**src/rtl/pipe_hazard_ctrl.sv**
```systemverilog
// pipe_hazard_ctrl: central stall/flush controller for the dual-issue 5-stage pipeline.
//
// Sequences the fixed-latency divider and merges the hazard sources into the per-stage
// stall/flush enables. Hazard priority, high to low: WB CSR flush, divider/dcache stall,
// EX branch correction, ID load-use interlock. A saturating counter records stall cycles.
//
// Ports:
//   i_clk, i_rst        clock (rising edge), asynchronous active-high reset
//   i_ex_div_valid      EX slot A holds a div/mod instruction that has not yet been started
//   i_dcache_miss       dcache busy this cycle
//   i_ex_br_a/b         slot A/B mispredict resolved in EX
//   i_id_load_use       ID instruction depends on the load currently in EX
//   i_wb_flush_csr      exception/ertn/CSR flush from WB
//   o_div_start         one-cycle divider launch pulse
//   o_div_cancel        one-cycle divider abort pulse
//   o_stall_div         divider stall to the pipeline registers
//   o_stall_dcache      dcache stall to the pipeline registers
//   o_stall_if          hold PC/IF
//   o_stall_id          hold IF->ID register
//   o_flush_if          clear IF->ID register
//   o_flush_id          insert bubble into ID->EX register
//   o_kill_ex_b         drop slot B in EX->MEM
//   o_flush_all         clear all stage registers
//   o_div_busy          divider sequence in progress
//   o_perf_stall_cnt    saturating count of stall cycles
module pipe_hazard_ctrl #(
    parameter int unsigned DIV_LAT = 33,
    parameter int unsigned PERF_W  = 32
) (
    input  logic              i_clk,
    input  logic              i_rst,
    input  logic              i_ex_div_valid,
    input  logic              i_dcache_miss,
    input  logic              i_ex_br_a,
    input  logic              i_ex_br_b,
    input  logic              i_id_load_use,
    input  logic              i_wb_flush_csr,
    output logic              o_div_start,
    output logic              o_div_cancel,
    output logic              o_stall_div,
    output logic              o_stall_dcache,
    output logic              o_stall_if,
    output logic              o_stall_id,
    output logic              o_flush_if,
    output logic              o_flush_id,
    output logic              o_kill_ex_b,
    output logic              o_flush_all,
    output logic              o_div_busy,
    output logic [PERF_W-1:0] o_perf_stall_cnt
);

    localparam int unsigned CNT_W = 6;

    typedef enum logic [0:0] {StRun, StDiv} state_e;

    state_e             r_state;
    state_e             w_state_nxt;
    logic [CNT_W-1:0]   r_div_cnt;
    logic [CNT_W-1:0]   w_div_cnt_nxt;
    logic [PERF_W-1:0]  r_perf_cnt;

    logic w_div_go;
    logic w_stall_any;
    logic w_branch;
    logic w_perf_inc;

    // Launch is blocked by a WB flush: the EX instruction is being discarded.
    assign w_div_go = (r_state == StRun) && i_ex_div_valid && !i_wb_flush_csr;

    // State register
    always_ff @(posedge i_clk or posedge i_rst) begin
        if (i_rst) begin
            r_state   <= StRun;
            r_div_cnt <= '0;
        end else begin
            r_state   <= w_state_nxt;
            r_div_cnt <= w_div_cnt_nxt;
        end
    end

    // Next-state logic
    always_comb begin
        w_state_nxt   = r_state;
        w_div_cnt_nxt = r_div_cnt;
        unique case (r_state)
            StRun: begin
                if (w_div_go) begin
                    w_state_nxt   = StDiv;
                    w_div_cnt_nxt = CNT_W'(DIV_LAT - 1);
                end
            end
            StDiv: begin
                // Counter runs through dcache misses; only a WB flush aborts it.
                if (i_wb_flush_csr || (r_div_cnt == '0)) begin
                    w_state_nxt   = StRun;
                    w_div_cnt_nxt = '0;
                end else begin
                    w_div_cnt_nxt = r_div_cnt - 1'b1;
                end
            end
            default: begin
                w_state_nxt   = StRun;
                w_div_cnt_nxt = '0;
            end
        endcase
    end

    // Output logic
    always_comb begin
        o_div_start    = w_div_go;
        o_div_cancel   = (r_state == StDiv) && i_wb_flush_csr;
        o_div_busy     = (r_state == StDiv);
        // Quotient is valid on the counter==0 cycle, so EX is released there.
        o_stall_div    = !i_wb_flush_csr &&
                         (w_div_go || ((r_state == StDiv) && (r_div_cnt != '0)));
        o_stall_dcache = i_dcache_miss && !i_wb_flush_csr;
        w_stall_any    = o_stall_div || o_stall_dcache;
        w_branch       = i_ex_br_a || i_ex_br_b;

        o_flush_all    = i_wb_flush_csr;
        o_flush_if     = 1'b0;
        o_flush_id     = 1'b0;
        o_kill_ex_b    = 1'b0;
        o_stall_if     = 1'b0;
        o_stall_id     = 1'b0;

        if (i_wb_flush_csr) begin
            o_flush_if = 1'b1;
            o_flush_id = 1'b1;
        end else if (w_stall_any) begin
            // Branch and load-use wait: their EX/ID inputs are held stable by the stall.
            o_stall_if = 1'b1;
            o_stall_id = 1'b1;
        end else if (w_branch) begin
            o_flush_if  = 1'b1;
            o_flush_id  = 1'b1;
            o_kill_ex_b = i_ex_br_a;
        end else if (i_id_load_use) begin
            o_stall_if = 1'b1;
            o_stall_id = 1'b1;
            o_flush_id = 1'b1;
        end
    end

    assign w_perf_inc = w_stall_any || i_id_load_use;

    // Saturating stall-cycle counter
    always_ff @(posedge i_clk or posedge i_rst) begin
        if (i_rst) begin
            r_perf_cnt <= '0;
        end else if (w_perf_inc && (r_perf_cnt != {PERF_W{1'b1}})) begin
            r_perf_cnt <= r_perf_cnt + 1'b1;
        end
    end

    assign o_perf_stall_cnt = r_perf_cnt;

endmodule

```
**config.mk**
```make
export PLATFORM = sky130hd
export DESIGN_NAME = pipe_hazard_ctrl
export DESIGN_NICKNAME = d
export VERILOG_FILES = /design/src/rtl/pipe_hazard_ctrl.sv
export SDC_FILE = /design/constraint.sdc
export NUM_CORES = 1
export LEC_CHECK = 0
export ABC_AREA = 1
export BUFFER_PORTS_ARGS = -buffer_cell sky130_fd_sc_hd__buf_2
export CORE_MARGIN = 5
export CORE_UTILIZATION = 56
export DETAILED_ROUTE_END_ITERATION = 6
export MAX_ROUTING_LAYER = met4
export PLACE_DENSITY_LB_ADDON = 0.2
export SYNTH_ARGS = -nofsm -noshare
export SYNTH_HDL_FRONTEND = slang
export SYNTH_SLANG_ARGS = --single-unit
```
**constraint.sdc**
```tcl
create_clock -name i_clk -period 1.9 [get_ports i_clk]
set_clock_uncertainty 0.1 [all_clocks]
set_input_delay 0.19 -clock i_clk [delete_from_list [all_inputs] [get_ports i_clk]]
set_output_delay 0.19 -clock i_clk [all_outputs]
set_load 0.01 [all_outputs]
```
==> results of run 1 <==
==> power groups by stage <==
| stage | Combinational (mW) | Sequential (mW) | Clock (mW) |
|---|---|---|---|
| floorplan | 0.575 | 1.09 | 0 |
| CTS | 0.857 | 1.07 | 0.584 |
| global placement | 0.804 | 1.08 | 0 |
| finish | 0.911 | 1.07 | 0.570 |
| detailed placement | 0.827 | 1.08 | 0 |
| global route | 1.01 | 1.09 | 0.627 |
==> cells by family (layout without fill, tap and decap cells) <==
family                     after synthesis  count (layout)  share of synthesized area, %
and+or+nand+nor                        290             290                          48.1
buffers and inverters                   30             100                          6.26
AOI/OAI and AO/OA                       13              13                          2.53
DFF                                     39              39                          35.9
xor gates and xnor gates                18              18                          5.80
adders and majority gates                3               3                          1.38
==> registers in the layout, summed over array words and instances (netlist names) <==
signal and count:
o_div_busy 1, o_perf_stall_cnt 32, r_div_cnt 6
==> routing by layer <==
layer	GRT usage, %	wire length (um)	vias to the layer above
met1	30.7	3110	1200
met4	5.33	84	0
met2	39.0	3240	86
met3	4.18	408	9
met5	-	0	-
li1	-	-	1347
==> cell usage in the layout, fill, tap and decap left out, drive strengths merged <==
| cell | Yosys | layout |
|---|---|---|
| xor2 | 12 | 12 |
| nor2 | 61 | 61 |
| and3 | 1 | 1 |
| a21oi | 2 | 2 |
| clkinvlp | 0 | 2 |
| dlygate4sd3 | 0 | 1 |
| dfrtp | 39 | 39 |
| clkbuf | 0 | 5 |
| buf | 7 | 68 |
| clkinv | 0 | 1 |
| inv | 23 | 23 |
| a211oi | 1 | 1 |
| xnor2 | 6 | 6 |
| nand2 | 203 | 203 |
| o22ai | 1 | 1 |
| nor3 | 1 | 1 |
| nand3 | 8 | 8 |
| ha | 3 | 3 |
| nand4 | 1 | 1 |
| o21ai | 9 | 9 |
| nand3b | 15 | 15 |
==> final timing paths <==
check | startpoint | to | slack [ns] | cells past startpoint
max in group asynchronous | i_rst | o_perf_stall_cnt[0]$_DFFE_PP0P_ | 0.89 | 4
worst max register to register | r_div_cnt[0]$_DFFE_PP0P_ | o_perf_stall_cnt[18]$_DFFE_PP0P_ | 0.14 | 10
worst max-delay path | r_div_cnt[0]$_DFFE_PP0P_ | o_stall_id | 0.06 | 8
worst min register to register | o_perf_stall_cnt[1]$_DFFE_PP0P_ | o_perf_stall_cnt[1]$_DFFE_PP0P_ | 0.44 | 2
worst min-delay path | i_wb_flush_csr | r_div_cnt[3]$_DFFE_PP0P_ | 0.16 | 4
min in group asynchronous | i_rst | o_perf_stall_cnt[14]$_DFFE_PP0P_ | 0.46 | 4
==> metrics by stage <==
stage                     power, mW  std cells  worst slack, ns  area (um2)  hold slack (ns)
final                          2.55        530           0.0648        3260            0.165
after global routing           2.73        530          -0.0383        3260            0.182
after CTS                      2.51        526           0.0117        3200            0.156
after detailed placement       1.91        516           0.0656        3080            0.240
after global placement         1.88        516            0.108        3080            0.231
after floorplan                1.66        393           0.0485        2720            0.295
==> layout make-up <==
class	count	area share, %
Tap cell	67	2.57
Timing Repair Buffer	69	12.5
Inverter	23	2.88
Clock buffer	5	2.11
Multi-Input combinational cell	324	49.4
Clock inverter	3	0.614
Sequential cell	39	29.9
==> worst min-delay path: cells and delay by family <==
kind	cells	cell delay, ns
and+or+nand+nor	2	0.16
AOI/OAI and AO/OA	1	0.07
buffers and inverters	1	0.11
==> repair_timing <==
item,4_1_cts,5_1_grt
buffers inserted,1,4
resized for setup,5,9
hold buffers,1,0
hold endpoints to repair,39,0
pin swaps,2,2
endpoints found under the setup margin,5,32
==> metrics.md, run 1 <==
| Metric | Value |
|---|---|
| Share of cells above drive strength 1 | `25.5%` |
| Sequential Power Share | `42.1%` |
| Die width | `79.6 um` |
| # fillers | `408` |
| DR iter-0 viols | `174` |
| P per Cell Area | `784 nW/um2` |
| Run status | `finished, final reports clean` |
| Syn_nets | `roughly 400` |
| Sw Ratio | `between 30% and 40%` |
| P_int | `1.57 mW` |
| Part of the Yosys area used for sequential elements | `35.9%` |
| EDFF count, synth | `0` |
| Starting Density | `a little under three fifths` |
| Ys flop type | `dfrtp_1` |
| Gr ovfl total | `0` |
| DR vias | `2,642` |
| Clock power frac | `22.3%` |
| Htree depth | `2` |
| Die footprint | `~6300 um2` |
| Worst-Margin Slew | `0.513 ns` |
| Max incr delay on CP | `about 0.38 ns` |
| WL/cell | `12.9 um` |
| Final HPWL DP | `5100 um` |
| Critical-path cell list | `inv_2, ha_1, nand3_2, nand2_2, nand3_4, o21ai_2, inv_1, buf_2` |
| Clock transition at path regs | `0.08 ns` |
| Min Tclk post-route | `~1.8 ns` |
| Ports | `51` |
| Yosys warning count | `0` |
| CTS Buffer Depth | `2` |
| Fin. max-slew vios | `0` |
| DRC errors left | `0` |
| Netlist cell types | `27` |
| Synth top cells by count | `nand2_1, nor2_1, dfrtp_1` |
| Syn Inst Count | `roughly 400` |
| Crit path buffers/inverters | `3` |
| Chip Height | `79.6 um` |
| Switching pwr | `0.986 mW` |
| Synth top area cells | `dfrtp_1, nand2_1, nor2_1, nand2_2, nand3b_1` |
| Final #Nets | `473` |
| Post-Syn Area | `2720 um2` |
| Final Cycle Share | `96.6%` |
| Worst Path Required | `between 1.5 and 2 ns` |
| Synthesis-stage register bit count | `39` |
| CTS tree | `built` |
| Global-route wire length before repair | `~12,000 um` |
| Relative slew margins | `between 60% and 70%` |
| Area fraction of the dominant cell type after synthesis | `roughly 36%` |
| Max cap viols | `0` |
| Logic gate share of total power | `35.6%` |
| RSZ-0062 raised after global routing | `true` |
| Skew-Pair Late Insertion Delay | `0.30 ns` |
| Syn Area/Cell | `6.91 um2` |
| Final Hold Fails | `0` |
| Min-Delay Path Class | `input port to flip-flop` |
| FFs w/ async S/R, synth | `between 90% and 100%` |
| Final setup fails | `0` |
| Core area | `4720 um2` |
| Clock root buffer master | `clkbuf_8` |
| Most frequent cell after synthesis | `nand2_1` |
| Post-route ant nets | `0` |
| Pleak | `1.78 nW` |
| Register area | `976 um2` |
| PortBufs | `50` |
| CP endpoint kind | `primary output` |
| Drt pass-1 iters | `4` |
| Layout area overhead | `20.0%` |
| TritonCTS sink count | `39` |
| Global Route Usage Sum | `23.7%` |
| Vias in the first global route | `2,506` |
| Setup TNS | `0 ns` |
| Final core utilization | `69.0%` |
| Row count | `25` |
| Synth area leader | `dfrtp_1` |
| Antenna cell count | `0` |
| Initial antenna violation count | `0` |
| Worst EP arrival | `1.55 ns` |
| CP delay by family, top | `flip-flops` |
| Pin count of the biggest net entering global routing | `40` |
| IR drop worst, VDD | `around 0.7 mV` |
| DRT Wirelength | `6850 um` |
| Placer Congestion | `0.915` |
| Crit Path Class | `flip-flop to primary output` |
| Num CTS Buffers | `5` |
| CP Launch Type | `flip-flop` |
| Slowest cell on crit path | `dfrtp_1` |
| Via density | `approximately 5.0` |
| Worst-path fanout max | `4` |
| Footprint of the multi-input gates | `1610 um2` |
| Fmax | `approximately 0.54 GHz` |
No activity file was read; power rests on OpenSTA's default activity.
==> inputs of run 2 (changes only) <==
--- a/config.mk
+++ b/config.mk
@@ -7,11 +7,13 @@
 export LEC_CHECK = 0
 export ABC_AREA = 1
 export BUFFER_PORTS_ARGS = -buffer_cell sky130_fd_sc_hd__buf_2
+export CAP_MARGIN = 10
 export CORE_MARGIN = 5
 export CORE_UTILIZATION = 56
 export DETAILED_ROUTE_END_ITERATION = 6
 export MAX_ROUTING_LAYER = met4
 export PLACE_DENSITY_LB_ADDON = 0.2
+export RECOVER_POWER = 100
 export SYNTH_ARGS = -nofsm -noshare
 export SYNTH_HDL_FRONTEND = slang
 export SYNTH_SLANG_ARGS = --single-unit
==> run 2 against run 1 <==
Hold slack got worse by 0.0030 ns. Critical path depth did not move. Cell count did not move. Largest cell class unchanged. Power fell by 0.72%. Clock-buffer cell count did not move. Die area did not move. Flip-flop and latch count did not move. Clock power barely moved.
==> metrics.md, run 2 (synthesis results as in run 1) <==
| Metric | Value |
|---|---|
| Gr busiest metal | `met2` |
| Ports | `51 (unchanged)` |
| Htree depth | `2 (unchanged)` |
| Final HPWL DP | `5100 um (unchanged)` |
| WL/cell | `12.9 um (+0.26%)` |
| Relative slew margins | `33.2% (-33 points)` |
| PortBufs | `50 (unchanged)` |
| Max reg flops | `32 (unchanged)` |
| Final setup fails | `0 (unchanged)` |
| Worst Path Required | `1.61 ns (about the same)` |
| Setup TNS | `0 ns (unchanged)` |
| Via density | `5.00 (+0.30%)` |
| Pre-CTS setup slack | `0.0656 ns (unchanged)` |
| Layout area overhead | `17.5%` |
| Drt pass-1 iters | `4 (unchanged)` |
| Die footprint | `6340 um2 (unchanged)` |
| Met2 Usage GRT | `39.0% (unchanged)` |
| TritonCTS sink count | `39 (unchanged)` |
| Post-DP Area | `3080 um2 (unchanged)` |
| CP Launch Type | `flip-flop` |
| Most frequent cells in the layout | `nand2_1, nor2_1, dfrtp_1` |
| CTS tree | `built` |
| Max incr delay on CP | `0.38 ns (about the same)` |
| Commonest non-fill, non-tap cell in the layout | `nand2_1` |
| CTS Buffer Depth | `2 (unchanged)` |
| Final Cycle Share | `96.6% (about the same)` |
| Gr ovfl total | `0 (unchanged)` |
| DRT Wirelength | `6860 um (+0.26%)` |
| Global-route wire length before repair | `11,500 um (unchanged)` |
| Antenna cell count | `0 (unchanged)` |
| Min Tclk post-route | `1.84 ns (-0.000145 ns)` |
| DRC errors left | `0 (unchanged)` |
| Met1 Track Usage GR | `30.7% (unchanged)` |
| Final non-filler cell area | `3190 um2 (-2.1%)` |
| Worst-Margin Slew | `1.00 ns (+0.489 ns)` |
| Skew-Pair Late Insertion Delay | `0.30 ns (about the same)` |
| Pin count of the biggest net entering global routing | `40 (unchanged)` |
| Worst EP arrival | `1.55 ns (about the same)` |
| Total power | `2.54 mW (-0.72%)` |
| Vias in the first global route | `2,506 (unchanged)` |
| Global Route Usage Sum | `23.7% (unchanged)` |
| Clock root buffer master | `clkbuf_8` |
| CP endpoint kind | `primary output` |
| Crit path buffers/inverters | `3 (unchanged)` |
| Clock transition at path regs | `0.08 ns (about the same)` |
| Core area | `4720 um2 (unchanged)` |
| Final #Nets | `473 (unchanged)` |
| Row count | `25 (unchanged)` |
| Crit Path Class | `flip-flop to primary output` |
| P per Cell Area | `794 nW/um2 (+1.4%)` |
| Die width | `79.6 um (unchanged)` |
| Num CTS Buffers | `5 (unchanged)` |
| Min-Delay Path Class | `input port to flip-flop` |
| Max cap viols | `0 (unchanged)` |
| DR iter-0 viols | `192 (+10%)` |
| Fin. max-slew vios | `0 (unchanged)` |
| Share of cells above drive strength 1 | `17.3% (-8.2 points)` |
| IR drop worst, VDD | `0.690 mV (+0.27%)` |
| Post-route ant nets | `0 (unchanged)` |
| Placer Congestion | `0.915 (unchanged)` |
| Grt met3 use | `4.18% (unchanged)` |
| DR vias | `2,650 (+0.30%)` |
| Run status | `finished, final reports clean` |
| Pleak | `1.63 nW (-8.8%)` |
| CP delay by family, top | `flip-flops` |
| Critical-path cell list | `inv_2, ha_1, nand3_2, nand2_2, nand3_4, o21ai_2, inv_1, buf_2` |
| Chip Height | `79.6 um (unchanged)` |
| Final WS setup | `0.0649 ns (+0.000145 ns)` |
| RSZ-0062 raised after global routing | `true` |
| Final core utilization | `67.6% (-1.4 points)` |
| Final Hold Fails | `0 (unchanged)` |
| Fmax | `0.545 GHz (about the same)` |
| Starting Density | `57.5% (unchanged)` |
| Initial antenna violation count | `0 (unchanged)` |
| Worst-path fanout max | `4 (unchanged)` |
| Slowest cell on crit path | `dfrtp_1` |
run 2: cell types whose count changed in the layout (fill, tap and decap cells not counted):
cell and delta:
buf_4 -9, clkbuf_1 +38, clkbuf_4 +1, clkbuf_2 +1, buf_2 -31
run 2: final timing paths:
kind | from | to | slack (ns) | cells past startpoint
min in group asynchronous | i_rst | o_perf_stall_cnt[10]$_DFFE_PP0P_ | 0.64 | 4
setup reg to reg | r_div_cnt[0]$_DFFE_PP0P_ | o_perf_stall_cnt[6]$_DFFE_PP0P_ | 0.14 | 10
hold reg to reg | o_perf_stall_cnt[1]$_DFFE_PP0P_ | o_perf_stall_cnt[1]$_DFFE_PP0P_ | 0.45 | 2
hold / removal | i_wb_flush_csr | r_div_cnt[3]$_DFFE_PP0P_ | 0.16 | 4
max in group asynchronous | i_rst | o_perf_stall_cnt[0]$_DFFE_PP0P_ | 0.44 | 4
setup / recovery | r_div_cnt[0]$_DFFE_PP0P_ | o_stall_id | 0.06 | 8
run 2: layout make-up:
| type | instances | area, um2 |
|---|---|---|
| clock inverters | 3 | 20.0 |
| well taps | 67 | 83.8 |
| multi-input cells | 324 | 1610 |
| repair buffers | 69 | 340 |
| clock buffers | 5 | 68.8 |
| fillers | 434 | 1530 |
| flip-flops and latches | 39 | 976 |
| inverters | 23 | 93.8 |
run 2: worst min-delay path, delay by kind of cell:
family	cells	cell delay, ns
AOI/OAI and AO/OA	1	0.07
buffers and inverters	1	0.11
and+or+nand+nor	2	0.16
run 2: stage by stage:
stage,hold slack [ns],std cells
final,0.162,530
after global routing,0.182,530
after CTS,0.156,526
after detailed placement,0.240,516
after global placement,0.231,516
after floorplan,0.295,393
run 2: layer usage:
layer / vias to the layer above / wire length [um]
li1: 1349 / -
met1: 1203 / 3090
met4: 0 / 87
met2: 88 / 3280
met3: 10 / 401
met5: - / 0
run 2: report_power, final:
group	leakage [nW]	total (mW)	switching, mW	internal [mW]
Clock	0.0402	0.568	0.313	0.256
Combinational	1.06	0.894	0.541	0.353
Sequential	0.529	1.07	0.132	0.942
run 2: repair_timing:
action	CTS	global route
setup buffers	1	4
hold buffers	1	0
pin swaps	2	2
endpoints found under the setup margin	5	32
gates resized for setup	5	9
hold endpoints to repair	39	0
